### config.mk
export PLATFORM = sky130hd
export DESIGN_NAME = ddr3_cmd_issuer
export DESIGN_NICKNAME = d
export VERILOG_FILES = /design/src/rtl/ddr3_pkg.sv /design/src/rtl/ddr3_bank_timer.sv /design/src/rtl/ddr3_cmd_issuer.sv
export SDC_FILE = /design/constraint.sdc
export NUM_CORES = 1
export LEC_CHECK = 0
export CAP_MARGIN = 20
export CORE_MARGIN = 1.5
export CORE_UTILIZATION = 60
export CTS_BUF_LIST = sky130_fd_sc_hd__clkbuf_2 sky130_fd_sc_hd__clkbuf_4 sky130_fd_sc_hd__clkbuf_8
export DETAILED_ROUTE_END_ITERATION = 12
export PLACE_DENSITY = 0.78
export SLEW_MARGIN = 20
export SYNTH_ARGS = -nofsm -noshare
export SYNTH_HDL_FRONTEND = slang
export SYNTH_HIERARCHICAL = 1
export SYNTH_SLANG_ARGS = --single-unit
### constraint.sdc
create_clock -name clk -period 7.1 [get_ports clk]
set_input_delay 1.775 -clock clk [delete_from_list [all_inputs] [get_ports clk]]
set_output_delay 1.775 -clock clk [all_outputs]
set_load 0.005 [all_outputs]
### src/rtl/ddr3_pkg.sv
// Shared types and constants for the DDR3 command issuer: abstract ops, pin encodings,
// init-sequence states and default JEDEC timing values in controller clock cycles.
package ddr3_pkg;

  typedef enum logic [2:0] {
    OpNop  = 3'd0,
    OpAct  = 3'd1,
    OpRd   = 3'd2,
    OpWr   = 3'd3,
    OpPre  = 3'd4,
    OpPrea = 3'd5,
    OpRef  = 3'd6,
    OpMrs  = 3'd7
  } op_e;

  // {csbar, rasbar, casbar, webar}
  localparam logic [3:0] PinDes = 4'b1111;
  localparam logic [3:0] PinNop = 4'b0111;
  localparam logic [3:0] PinAct = 4'b0011;
  localparam logic [3:0] PinRd  = 4'b0101;
  localparam logic [3:0] PinWr  = 4'b0100;
  localparam logic [3:0] PinPre = 4'b0010;
  localparam logic [3:0] PinRef = 4'b0001;
  localparam logic [3:0] PinMrs = 4'b0000;

  typedef enum logic [1:0] {
    StRstLow = 2'd0,
    StCkeLow = 2'd1,
    StXpr    = 2'd2,
    StRun    = 2'd3
  } init_state_e;

  localparam int unsigned NumBanks    = 8;
  localparam int unsigned TwDefault   = 10;
  localparam int unsigned TRstDefault = 200;
  localparam int unsigned TCkeDefault = 500;
  localparam int unsigned TXprDefault = 60;
  localparam int unsigned TRcdDefault = 5;
  localparam int unsigned TRpDefault  = 5;
  localparam int unsigned TRasDefault = 14;
  localparam int unsigned TWtpDefault = 14;
  localparam int unsigned TRtpDefault = 4;
  localparam int unsigned TCcdDefault = 4;
  localparam int unsigned TMrdDefault = 4;
  localparam int unsigned TRfcDefault = 59;

endpackage

### src/rtl/ddr3_bank_timer.sv
// Per-bank open/closed flag plus the three countdown timers gating ACT, column and PRE
// commands to this bank. A timer value of zero means the corresponding command may issue.
module ddr3_bank_timer
  import ddr3_pkg::*;
#(
  parameter int unsigned Tw   = TwDefault,
  parameter int unsigned TRcd = TRcdDefault,
  parameter int unsigned TRp  = TRpDefault,
  parameter int unsigned TRas = TRasDefault,
  parameter int unsigned TWtp = TWtpDefault,
  parameter int unsigned TRtp = TRtpDefault
) (
  input  logic clk,
  input  logic reset,
  input  logic act_issue,
  input  logic pre_issue,
  input  logic rd_issue,
  input  logic wr_issue,
  output logic act_ok,
  output logic col_ok,
  output logic pre_ok,
  output logic is_open
);

  logic          open_q, open_d;
  logic [Tw-1:0] act_t_q, act_t_d;
  logic [Tw-1:0] col_t_q, col_t_d;
  logic [Tw-1:0] pre_t_q, pre_t_d;

  function automatic logic [Tw-1:0] dec(input logic [Tw-1:0] t);
    return (t == '0) ? t : t - 1'b1;
  endfunction

  always_comb begin
    open_d  = open_q;
    act_t_d = dec(act_t_q);
    col_t_d = dec(col_t_q);
    pre_t_d = dec(pre_t_q);
    if (act_issue) begin
      open_d  = 1'b1;
      col_t_d = Tw'(TRcd);
      pre_t_d = Tw'(TRas);
    end
    // Column commands only ever extend the PRE deadline, never shorten it.
    if (rd_issue && (pre_t_d < Tw'(TRtp))) pre_t_d = Tw'(TRtp);
    if (wr_issue && (pre_t_d < Tw'(TWtp))) pre_t_d = Tw'(TWtp);
    if (pre_issue) begin
      open_d  = 1'b0;
      act_t_d = Tw'(TRp);
    end
  end

  always_ff @(posedge clk) begin
    if (reset) begin
      open_q  <= 1'b0;
      act_t_q <= '0;
      col_t_q <= '0;
      pre_t_q <= '0;
    end else begin
      open_q  <= open_d;
      act_t_q <= act_t_d;
      col_t_q <= col_t_d;
      pre_t_q <= pre_t_d;
    end
  end

  assign act_ok  = (act_t_q == '0);
  assign col_ok  = (col_t_q == '0);
  assign pre_ok  = (pre_t_q == '0);
  assign is_open = open_q;

endmodule

### src/rtl/ddr3_cmd_issuer.sv
// DDR3 command issuer: power-up sequencing, per-bank legality and timing checks, and the
// registered command/address pins. One accepted command drives the pins for one cycle.
module ddr3_cmd_issuer
  import ddr3_pkg::*;
#(
  parameter int unsigned Tw   = TwDefault,
  parameter int unsigned TRst = TRstDefault,
  parameter int unsigned TCke = TCkeDefault,
  parameter int unsigned TXpr = TXprDefault,
  parameter int unsigned TRcd = TRcdDefault,
  parameter int unsigned TRp  = TRpDefault,
  parameter int unsigned TRas = TRasDefault,
  parameter int unsigned TWtp = TWtpDefault,
  parameter int unsigned TRtp = TRtpDefault,
  parameter int unsigned TCcd = TCcdDefault,
  parameter int unsigned TMrd = TMrdDefault,
  parameter int unsigned TRfc = TRfcDefault
) (
  input  logic        clk,
  input  logic        reset,
  input  logic        cmd_valid,
  output logic        cmd_ready,
  input  logic [2:0]  cmd_op,
  input  logic [2:0]  cmd_ba,
  input  logic [13:0] cmd_addr,
  output logic        cmd_err,
  output logic        init_done,
  output logic        resetbar,
  output logic        cke,
  output logic        csbar,
  output logic        rasbar,
  output logic        casbar,
  output logic        webar,
  output logic [2:0]  ba,
  output logic [13:0] a
);

  init_state_e   state_q, state_d;
  logic [Tw-1:0] cnt_q, cnt_d;
  logic [Tw-1:0] ccd_q, ccd_d;
  logic [Tw-1:0] gap_q, gap_d;
  logic [3:0]    pins_q, pins_d;
  logic [2:0]    ba_q, ba_d;
  logic [13:0]   a_q, a_d;
  logic          err_q, err_d;

  logic [NumBanks-1:0] act_ok, col_ok, pre_ok, is_open;
  logic [NumBanks-1:0] act_iss, pre_iss, rd_iss, wr_iss;
  logic                illegal, timing_ok, fire, issue;
  op_e                 op;

  assign op = op_e'(cmd_op);

  function automatic logic [Tw-1:0] dec(input logic [Tw-1:0] t);
    return (t == '0) ? t : t - 1'b1;
  endfunction

  always_comb begin
    state_d = state_q;
    cnt_d   = cnt_q + 1'b1;
    case (state_q)
      StRstLow: if (cnt_q == Tw'(TRst - 1)) begin state_d = StCkeLow; cnt_d = '0; end
      StCkeLow: if (cnt_q == Tw'(TCke - 1)) begin state_d = StXpr;    cnt_d = '0; end
      StXpr:    if (cnt_q == Tw'(TXpr - 1)) begin state_d = StRun;    cnt_d = '0; end
      default:  cnt_d = '0;
    endcase
  end

  always_comb begin
    illegal   = 1'b0;
    timing_ok = (gap_q == '0);
    case (op)
      OpAct: begin
        illegal   = is_open[cmd_ba];
        timing_ok = timing_ok & act_ok[cmd_ba];
      end
      OpRd, OpWr: begin
        illegal   = ~is_open[cmd_ba];
        timing_ok = timing_ok & col_ok[cmd_ba] & (ccd_q == '0);
      end
      OpPre: begin
        illegal   = ~is_open[cmd_ba];
        timing_ok = timing_ok & pre_ok[cmd_ba];
      end
      OpPrea:       timing_ok = timing_ok & (&(pre_ok | ~is_open));
      OpRef, OpMrs: illegal = |is_open;
      default: ;
    endcase
    // Illegal commands are swallowed immediately so they never stall the queue.
    cmd_ready = (state_q == StRun) & (~cmd_valid | illegal | timing_ok);
    fire      = cmd_valid & cmd_ready;
    issue     = fire & ~illegal;
  end

  always_comb begin
    act_iss = '0;
    pre_iss = '0;
    rd_iss  = '0;
    wr_iss  = '0;
    for (int i = 0; i < NumBanks; i++) begin
      if (issue && (cmd_ba == 3'(i))) begin
        act_iss[i] = (op == OpAct);
        rd_iss[i]  = (op == OpRd);
        wr_iss[i]  = (op == OpWr);
        pre_iss[i] = (op == OpPre);
      end
      if (issue && (op == OpPrea) && is_open[i]) pre_iss[i] = 1'b1;
    end
  end

  for (genvar g = 0; g < NumBanks; g++) begin : g_bank
    ddr3_bank_timer #(
      .Tw   (Tw),
      .TRcd (TRcd),
      .TRp  (TRp),
      .TRas (TRas),
      .TWtp (TWtp),
      .TRtp (TRtp)
    ) u_bank (
      .clk       (clk),
      .reset     (reset),
      .act_issue (act_iss[g]),
      .pre_issue (pre_iss[g]),
      .rd_issue  (rd_iss[g]),
      .wr_issue  (wr_iss[g]),
      .act_ok    (act_ok[g]),
      .col_ok    (col_ok[g]),
      .pre_ok    (pre_ok[g]),
      .is_open   (is_open[g])
    );
  end

  always_comb begin
    pins_d = ((state_d == StXpr) || (state_d == StRun)) ? PinNop : PinDes;
    ba_d   = ba_q;
    a_d    = a_q;
    err_d  = fire & illegal;
    ccd_d  = dec(ccd_q);
    gap_d  = dec(gap_q);
    if (issue) begin
      case (op)
        OpAct: begin pins_d = PinAct; ba_d = cmd_ba; a_d = cmd_addr; end
        OpRd, OpWr: begin
          pins_d = (op == OpRd) ? PinRd : PinWr;
          ba_d   = cmd_ba;
          a_d    = cmd_addr;
          a_d[10] = 1'b0;  // no auto-precharge
          a_d[12] = 1'b1;  // BL8
          ccd_d  = Tw'(TCcd);
        end
        OpPre:  begin pins_d = PinPre; ba_d = cmd_ba; a_d[10] = 1'b0; end
        OpPrea: begin pins_d = PinPre; a_d[10] = 1'b1; end
        OpRef:  begin pins_d = PinRef; gap_d = Tw'(TRfc); end
        OpMrs:  begin pins_d = PinMrs; ba_d = cmd_ba; a_d = cmd_addr; gap_d = Tw'(TMrd); end
        default: ;
      endcase
    end
  end

  always_ff @(posedge clk) begin
    if (reset) begin
      state_q <= StRstLow;
      cnt_q   <= '0;
      ccd_q   <= '0;
      gap_q   <= '0;
      pins_q  <= PinDes;
      ba_q    <= '0;
      a_q     <= '0;
      err_q   <= 1'b0;
    end else begin
      state_q <= state_d;
      cnt_q   <= cnt_d;
      ccd_q   <= ccd_d;
      gap_q   <= gap_d;
      pins_q  <= pins_d;
      ba_q    <= ba_d;
      a_q     <= a_d;
      err_q   <= err_d;
    end
  end

  assign resetbar  = (state_q != StRstLow);
  assign cke       = (state_q == StXpr) || (state_q == StRun);
  assign init_done = (state_q == StRun);
  assign {csbar, rasbar, casbar, webar} = pins_q;
  assign ba      = ba_q;
  assign a       = a_q;
  assign cmd_err = err_q;

endmodule

==> metrics.txt, run 1 <==
reg2reg start g_bank[4].u_bank/pre_t_q[0]; #FFs+latches synth about 300; Die ar. 0.02754 mm^2; final WL 34.48 mm; Max-Cap Viols 0; setup_tns 0 ns; WL per Instance between 10 and 15 um; I/O Buffers 48; initial drt markers between 1000 and 1500; Pwr Density ~500 mW/mm^2; pin count of the biggest net entering global routing 54; Slew headroom between 30 and 40%; Hold Crit Depth 2; Synth Instances between 1500 and 2000; nets@finish between 2000 and 2500; Final period util 90.10%; Pleak 7.094 nW; Fin Hold WS 0.4580 ns; clk_lat worst skew about 0.6 ns; routed vias/inst ~5.8; GPL Wtd Cong just over 0.9; first-pass GRT wire length 59.28 mm; Synth Area per Inst 8.095 um^2; total number of vias around 14000; arrival time worst endpoint about 4.6 ns; H-tree depth 2; Synth cell types just over 70; Reg2Reg Setup Slack ~1.8 ns; Final Skew about 0.037 ns; maximum clock frequency 156.3 MHz; post-synthesis sequential area ratio approximately 38%; min-delay worst type flip-flop to flip-flop; initial cell density of the core between 60% and 70%; Mapped Area about 0.016 mm^2; depth of the most critical reg-to-reg path 15; Filler Cell Count ~2100; area growth from synthesis to layout 10.89%; Mapped Nets a little over 2000; RSZ-0062 raised after global routing false; placed insts around 2300; chip width around 170 um; WP data required 5.33 ns; Resize count post-CTS 0; Die H 165.9 um; area of placed instances around 0.017 mm^2; setup bufs post-CTS 0; ANT nets after route 0; CP endpoint kind output port; Tmin final 6.397 ns; Synth Flop Type dfxtp_1; vias in the first global route 13190; min-delay src a[11]; drt pass-1 iters 5; number of enable flip-flop cells after synthesis 0; Cell Count, Final, Fillers Out approximately 2400; Final Instance Area 0.01767 mm^2; YS warnings 6; # hold bufs at CTS 0; DR DRC count 0; Peak VDD IR just under 300 uV; initial antenna violation count 0; CTS Buf Count 51; clock sink total between 300 and 400; final core utilization about two thirds; ys async rst share 0%; total global routing overflow 0; core footprint around 0.026 mm^2; final hold vios 0; status complete, no violations; worst-path fanout max 16; Setup Viol. Count Final 0; share of post-route cells with drive strength above 1 between 10% and 20%; crit path kind input port to output port; Slew @ Worst Pin 0.8989 ns; R2R Path End g_bank[5].u_bank/pre_t_q[0]; Final Max Tran Viols 0; gr usage total between 20% and 30%; Worst-path clk slew around 0.050 ns; HPWL Detailed approximately 24 mm; CTS tree yes; Worst Setup Start Kind input port; WHS Endpoint a[11]; clock root cell clkbuf_8; Std-Cell Rows a little under 60; Antenna diodes 0; num ports between 40 and 50; Longest Clk Path Bufs 3
## layout by cell type, fill, tap and decap left out, types with 27 or more instances in the layout
cell type / instances
mux2i_1: 48
nand2_1: 122
ha_1: 29
xor2_1: 38
xnor2_1: 68
o21ai_0: 33
a211oi_1: 32
nor3_1: 118
or3_1: 30
dfxtp_1: 302
nand2b_1: 30
clkdlybuf4s50_1: 47
nor2_1: 337
or2_2: 27
nor4_1: 32
inv_1: 95
nand3_1: 45
nand3b_1: 33
clkbuf_8: 65
a21oi_1: 146
## layer usage
layer | vias to the layer above | part of all wire (%) | GRT usage, %
li1 | 7003 | - | -
met1 | 6497 | 45 | 30.64
met2 | 339 | 47 | 42.93
met3 | 70 | 6.0 | 5.100
met4 | 0 | 2.5 | 9.087
met5 | - | 0 | 0
## worst max-delay path by stage
stage                    from        end  slack (ns)  cells past startpoint
finish              cmd_op[0]  cmd_ready        0.70                      7
global route        cmd_op[0]  cmd_ready        0.60                      7
CTS                 cmd_op[0]  cmd_ready        0.76                      7
detailed placement  cmd_op[0]  cmd_ready        0.77                      7
global placement    cmd_op[0]  cmd_ready        0.80                      7
floorplan           cmd_ba[0]  cmd_ready        2.23                      8
## power by group
| part | internal [W] | switching (W) |
|---|---|---|
| Sequential | 0.00224 | 0.000537 |
| Combinational | 0.00196 | 0.00240 |
| Clock | 0.000930 | 0.000709 |
## metrics by stage
stage,total power (W),worst slack [ns]
2_1_floorplan,0.006311,2.233
3_3_place_gp,0.006946,0.8016
3_5_place_dp,0.007109,0.7694
4_1_cts,0.008797,0.7561
5_1_grt,0.009548,0.6016
6_report,0.008778,0.7027
## worst max-delay path, stage by stage
cell and delay [ns]:
clkdlybuf4s50_1 0.83, inv_1 0.33, or3_1 0.47, o31a_1 0.30
and2_1 0.20, a31oi_1 0.17, clkdlybuf4s50_1 0.53
## synth_stat cells (all sizes together) (6+ instances only)
master	number	area share [%]
mux2i	48	3.0
xnor2	68	3.7
a211oi	34	1.7
a21oi	146	4.6
nor3b	16	0.75
or3	46	1.9
clkbuf	60	1.4
o21a	16	0.75
or4	26	1.7
inv	103	2.4
nand2	123	2.9
nor4b	9	0.81
o31a	9	0.49
or2	27	1.1
and3	23	0.93
nand3	45	1.4
and2	10	0.39
nor2b	26	1.0
nor3	119	3.8
nand4	10	0.39
ha	29	2.3
o2111ai	6	0.44
a31oi	17	0.67
a21o	17	0.80
a31o	8	0.44
o21ai	33	1.0
dfxtp	302	38
a221oi	8	0.44
buf	11	0.49
nor2	338	8.0
a311oi	16	0.88
nand2b	38	1.9
nor4	41	2.0
nand4b	25	1.4
a21boi	16	0.75
nand3b	33	1.6
xor2	38	2.1
## area by class of cell
cell class,count,area (um^2),share of cell area (%)
well taps,335,419.2,2.373
inverters,104,390.4,2.210
clock inverters,8,60.06,0.3400
flip-flops and latches,302,6046,34.22
clock buffers,85,1045,5.914
multi-input cells,1491,9190,52.02
repair buffers,53,515.5,2.918
## state kept, by name, indices dropped and copies added (netlist names), named ones only
register	flops
g_bank.u_bank/act_t_q	80
g_bank.u_bank/col_t_q	80
g_bank.u_bank/pre_t_q	80
a	14
ccd_q	10
cnt_q	10
gap_q	10
g_bank.u_bank/is_open	8
pins_q	4
ba	3
cmd_err	1
state_q	1
## cells by family after synthesis
logic type,after synthesis,synth area share [%]
and+or+nand+nor,957,32.00
xor gates and xnor gates,106,5.828
muxes,55,3.652
AOI/OAI and AO/OA,344,13.93
DFF,302,37.95
adders and majority gates,29,2.278
buffers and inverters,175,4.359
No activity file was read; power rests on OpenSTA's default activity.
==> inputs of run 2 (changes only) <==
Settings changed: CTS_CLUSTER_SIZE from default to 24, SLEW_MARGIN 20 to default.
==> run 2 against run 1 <==
  * Sequential power about the same
  * Clock skew rose by 0.0018 ns
  * Worst setup slack got worse by 0.049 ns
  * Fmax is 0.75% lower
  * Clock power hardly changed
  * Design area barely moved
  * Critical endpoint unchanged
==> metrics.txt, run 2 (synthesis gave the netlist of run 1 again) <==
status complete, no violations; Worst-path clk slew ~0.050 ns; Sw Share between 40% and 50%; total number of vias around 14000; Tmin final approximately 6.4 ns; Std-Cell Rows around 60; min-delay worst type flip-flop to flip-flop; setup bufs post-CTS 0; Resize count post-CTS 0; DR WL met2 approximately 16 mm; num ports 49; DR DRC count 0; FF+latch area ~0.006 mm^2; clock sink total 302; ANT nets after route 0; worst-path fanout max 16; routed vias/inst ~5.9; total global routing overflow 0; P_int around 0.0051 W; Pwr Density ~500 mW/mm^2; Die ar. 0.02754 mm^2; GPL Wtd Cong between 0.9 and 1; Final Skew around 0.038 ns; H-tree depth 2; RSZ-0062 raised after global routing false; arrival time worst endpoint 4.67 ns; Max-Cap Viols 0; initial antenna violation count 0; CTS Buf Count a little over 50; # hold bufs at CTS 0; initial drt markers roughly 950; final core utilization between 60% and 70%; Peak VDD IR 293.9 uV; clock root cell clkbuf_8; clk_lat worst skew around 0.6 ns; biggest regs g_bank.u_bank/act_t_q x80, g_bank.u_bank/col_t_q x80, g_bank.u_bank/pre_t_q x80; Tot Pwr just under 0.009 W; Top Layer Used met4; Final Instance Area roughly 0.018 mm^2; final WL around 35 mm; final hold vios 0; WL per Instance between 10 and 15 um; Pleak between 7 and 8 nW; chip width ~170 um; Filler Cell Count between 2000 and 2500; DRT met1 WL about 15 mm; area growth from synthesis to layout 10.96%; Final Max Tran Viols 0; nets@finish between 2000 and 2500; pin count of the biggest net entering global routing 54; maximum clock frequency 155.1 MHz; sw power 0.003651 W; gr usage total between 20 and 25%; Antenna diodes 0; I/O Buffers 48; clock share of power roughly a fifth; Worst Setup Start Kind input port; core footprint about 0.026 mm^2; vias in the first global route roughly 13000; area of the multi-input gates between 0.009 and 0.01 mm^2; Longest Clk Path Bufs 3; Gate power share 49.7%; most frequent cells in the layout 337 x nor2_1, 302 x dfxtp_1, 146 x a21oi_1; initial cell density of the core 61.13%; Setup Viol. Count Final 0; first-pass GRT wire length approximately 60 mm; WP data required 5.33 ns; drt pass-1 iters 5; Slew @ Worst Pin about 0.9 ns; crit path kind input port to output port; Fin Hold WS between 0.4 and 0.5 ns; setup_tns 0 ns; CP endpoint kind output port; Final period util 90.79%; share of post-route cells with drive strength above 1 10.82%; Die H about 170 um; CTS tree yes; Slew headroom 39.24%; HPWL Detailed 24.32 mm; routed wl met3 1.957 mm; Flop pwr share a little under a third; area of placed instances around 0.017 mm^2; most common cell after layout, fill and taps aside nor2_1
run 2: final cells by class:
class                           instances  share of cell area, %
Clock buffer                           86                  5.989
Clock inverter                          7                 0.3185
Inverter                              104                  2.209
Multi-Input combinational cell       1491                  51.99
Sequential cell                       302                  34.20
Tap cell                              335                  2.371
Timing Repair Buffer                   53                  2.916
run 2: through the flow:
step                instances  worst slack [ns]
finish                   2378            0.6540
global route             2378            0.6016
CTS                      2378            0.7561
detailed placement       2285            0.7694
global placement         2285            0.8016
floorplan                1968             2.233
run 2: worst paths after layout:
check	from	to	slack, ns	depth (start not counted)
worst min-delay path	a[11]	a[11]	0.46	2
worst max register to register	g_bank[4].u_bank/pre_t_q[0]	g_bank[5].u_bank/pre_t_q[0]	1.78	15
worst min register to register	a[11]	a[11]	0.46	2
worst max-delay path	cmd_op[0]	cmd_ready	0.65	7
run 2: layer usage:
| layer | global-route usage, % | vias up |
|---|---|---|
| li1 | - | 7001 |
| met1 | 30.64 | 6535 |
| met2 | 43.08 | 315 |
| met3 | 5.100 | 68 |
| met4 | 9.009 | 0 |
| met5 | 0 | - |
run 2: worst max-delay path, cell delays in order:
cell	delay (ns)
clkdlybuf4s50_1	0.85
inv_1	0.34
or3_1	0.48
o31a_1	0.30
and2_1	0.20
a31oi_1	0.18
clkdlybuf4s50_1	0.54
run 2: power by group through the flow:
stage	logic [W]	registers, W	clock network (W)
CTS	0.00435	0.00276	0.00169
finish	0.00437	0.00277	0.00165
global route	0.00493	0.00286	0.00177
global placement	0.00418	0.00276	0
floorplan	0.00364	0.00267	0
detailed placement	0.00432	0.00279	0
==> inputs of run 3 (changes only) <==
Settings changed: CORE_UTILIZATION 60 to 58, PLACE_DENSITY 0.78 to 0.79.
Clock period 7.1 ns to 5.7 ns, I/O delays scaled along.
==> run 3 against run 2 <==
  * First-iteration DRC count is 1.9% higher
  * Non-clock buffer count is 12 higher
  * Register-to-register slack got worse by 0.87 ns
  * Global-route usage shrank 0.22 points
  * Via count up 0.87%
  * Count of clock-buffer cells in the layout is 15 lower
  * Clock skew decreased by 0.018 ns
  * Critical endpoint unchanged
  * Largest power group unchanged
==> metrics.txt, run 3 (synthesis gave the netlist of run 1 again) <==
status complete, no violations; num ports 49; Reg2Reg Setup Slack between 0.9 and 1 ns; drt pass-1 iters 7; Setup Viol. Count Final 0; share of post-route cells with drive strength above 1 11.21%; Antenna diodes 0; clock share of power around a fifth; Flop pwr share 31.1%; Hold Crit Depth 2; pin count of the biggest net entering global routing 42; worst setup margin between 0.3 and 0.4 ns; Std-Cell Rows 60; final WL 35.27 mm; first-pass GRT wire length between 50 and 60 mm; Die ar. approximately 0.028 mm^2; initial cell density of the core 59.11%; Final period util 94.26%; Filler Cell Count about 2200; clk_lat worst skew between 0.5 and 0.6 ns; maximum clock frequency 186.1 MHz; biggest regs g_bank.u_bank/act_t_q x80, g_bank.u_bank/col_t_q x80, g_bank.u_bank/pre_t_q x80; min-delay src a[0]; ANT nets after route 0; chip width 168.7 um; R2R Path End g_bank[0].u_bank/pre_t_q[0]; DR DRC count 0; Worst-path clk slew ~0.06 ns; P_int roughly 0.0065 W; core footprint around 0.027 mm^2; depth of the most critical reg-to-reg path 15; Longest Clk Path Bufs 3; Gate power share approximately half; Max-Cap Viols 0; HPWL Detailed around 25 mm; slowest stage delay, CP between 0.5 and 0.6 ns; setup_tns 0 ns; min-delay worst type flip-flop to flip-flop; final hold vios 0; crit path kind flip-flop to output port; slowest CP cell a2111oi_1; total number of vias 14040; most frequent cells in the layout 337 x nor2_1, 302 x dfxtp_1, 146 x a21oi_1; routed vias/inst 5.867; arrival time worst endpoint a little under 4 ns; Die H 168.7 um; WHS Endpoint a[0]; gr usage total ~25%; nets@finish around 2100; most frequent CP cell inv_1; worst-path fanout max 7; GPL Wtd Cong around 0.94; most common cell after layout, fill and taps aside nor2_1; Tmin final roughly 5.4 ns; Sw Share ~42%; I/O Buffers between 40 and 50; sw power 0.004621 W; clock sink total around 300; Pleak ~7.2 nW; Pwr Density slightly above 600 mW/mm^2; CTS tree yes; total global routing overflow 0; CP endpoint kind output port; Slew @ Worst Pin 0.8847 ns; clock root cell clkbuf_8; worst-path cell chain inv_1, ha_1, nor4b_2, and3_1, inv_1, a2111oi_1, a41oi_1, nand3_1, o21ai_0, a31oi_1, clkdlybuf4s50_1; CTS Buf Count 50; Final Max Tran Viols 0; H-tree depth 2; Worst Setup Start Kind flip-flop; reg2reg start g_bank[6].u_bank/pre_t_q[0]; area growth from synthesis to layout 11.90%; pre-CTS setup slack 0.5125 ns; WL per Instance between 10 and 15 um; Slew headroom 40.83%; Peak VDD IR between 300 and 400 uV; WP data required 4.28 ns; initial antenna violation count 1; vias in the first global route roughly 13000; Final Skew 0.02014 ns; initial drt markers between 900 and 1000
run 3: changes by cell type in the layout (fill, tap and decap cells not counted), sizes merged:
cell / previous run / this run
inv: 104 / 103
clkinvlp: 0 / 1
clkbuf: 86 / 71
bufinv: 0 / 4
buf: 6 / 18
clkinv: 7 / 15
run 3: worst max-delay path by stage:
stage	startpoint	end	slack, ns	depth (start not counted)
detailed placement	cmd_ba[2]	cmd_ready	0.51	7
floorplan	cmd_ba[0]	g_bank[6].u_bank/pre_t_q[0]	1.43	14
CTS	g_bank[0].u_bank/pre_t_q[0]	cmd_ready	0.33	11
finish	g_bank[6].u_bank/pre_t_q[0]	cmd_ready	0.33	11
global route	g_bank[0].u_bank/pre_t_q[0]	cmd_ready	-0.01	11
global placement	cmd_ba[2]	cmd_ready	0.50	8
run 3: worst max-delay path, delay by kind of cell, from the launching register on:
family / cells / cell delay, ns
compound gates: 4 / 1.07
flops: 1 / 0.34
simple gates: 3 / 0.97
buf+inv: 3 / 0.71
fa+ha+maj: 1 / 0.27
run 3: cell type report:
cell class              count  area, um^2  share of cell area, %
repair buffers             65       618.1                  3.467
clock buffers              71       933.4                  5.236
clock inverters            19       220.2                  1.235
inverters                 104       390.4                  2.190
well taps                 341       426.7                  2.393
multi-input cells        1491        9191                  51.56
flip-flops and latches    302        6046                  33.92
run 3: what timing repair did:
action	4_1_cts	5_1_grt
setup endpoints to repair	0	1
hold buffers	0	0
gates resized for setup	0	1
setup buffers	0	0
run 3: metal layers:
layer / global-route usage [%] / vias up / wire length, um
met4: 8.113 / 2 / 735
met3: 4.489 / 74 / 2291
li1: - / 7043 / -
met1: 31.29 / 6512 / 15540
met2: 42.45 / 409 / 16690
met5: 0 / - / 13
run 3: metrics by stage:
step | instances | area (um^2) | hold WS [ns] | power (W) | utilization [%]
after floorplan | 1968 | 15930 | 0.4263 | 0.007861 | -
after global placement | 2303 | 16670 | 0.4415 | 0.008680 | 61.86
after detailed placement | 2303 | 16670 | 0.4460 | 0.008886 | 61.86
after CTS | 2393 | 17820 | 0.4613 | 0.01110 | 66.14
after global routing | 2393 | 17830 | 0.4783 | 0.01204 | 66.14
final | 2393 | 17830 | 0.4587 | 0.01111 | 66.14
run 3: power by group through the flow:
stage	Clock [W]	Sequential [W]	Combinational, W
after detailed placement	0	0.00347	0.00541
after global routing	0.00227	0.00356	0.00621
after CTS	0.00218	0.00344	0.00547
final	0.00213	0.00346	0.00552
after floorplan	0	0.00332	0.00454
after global placement	0	0.00345	0.00523
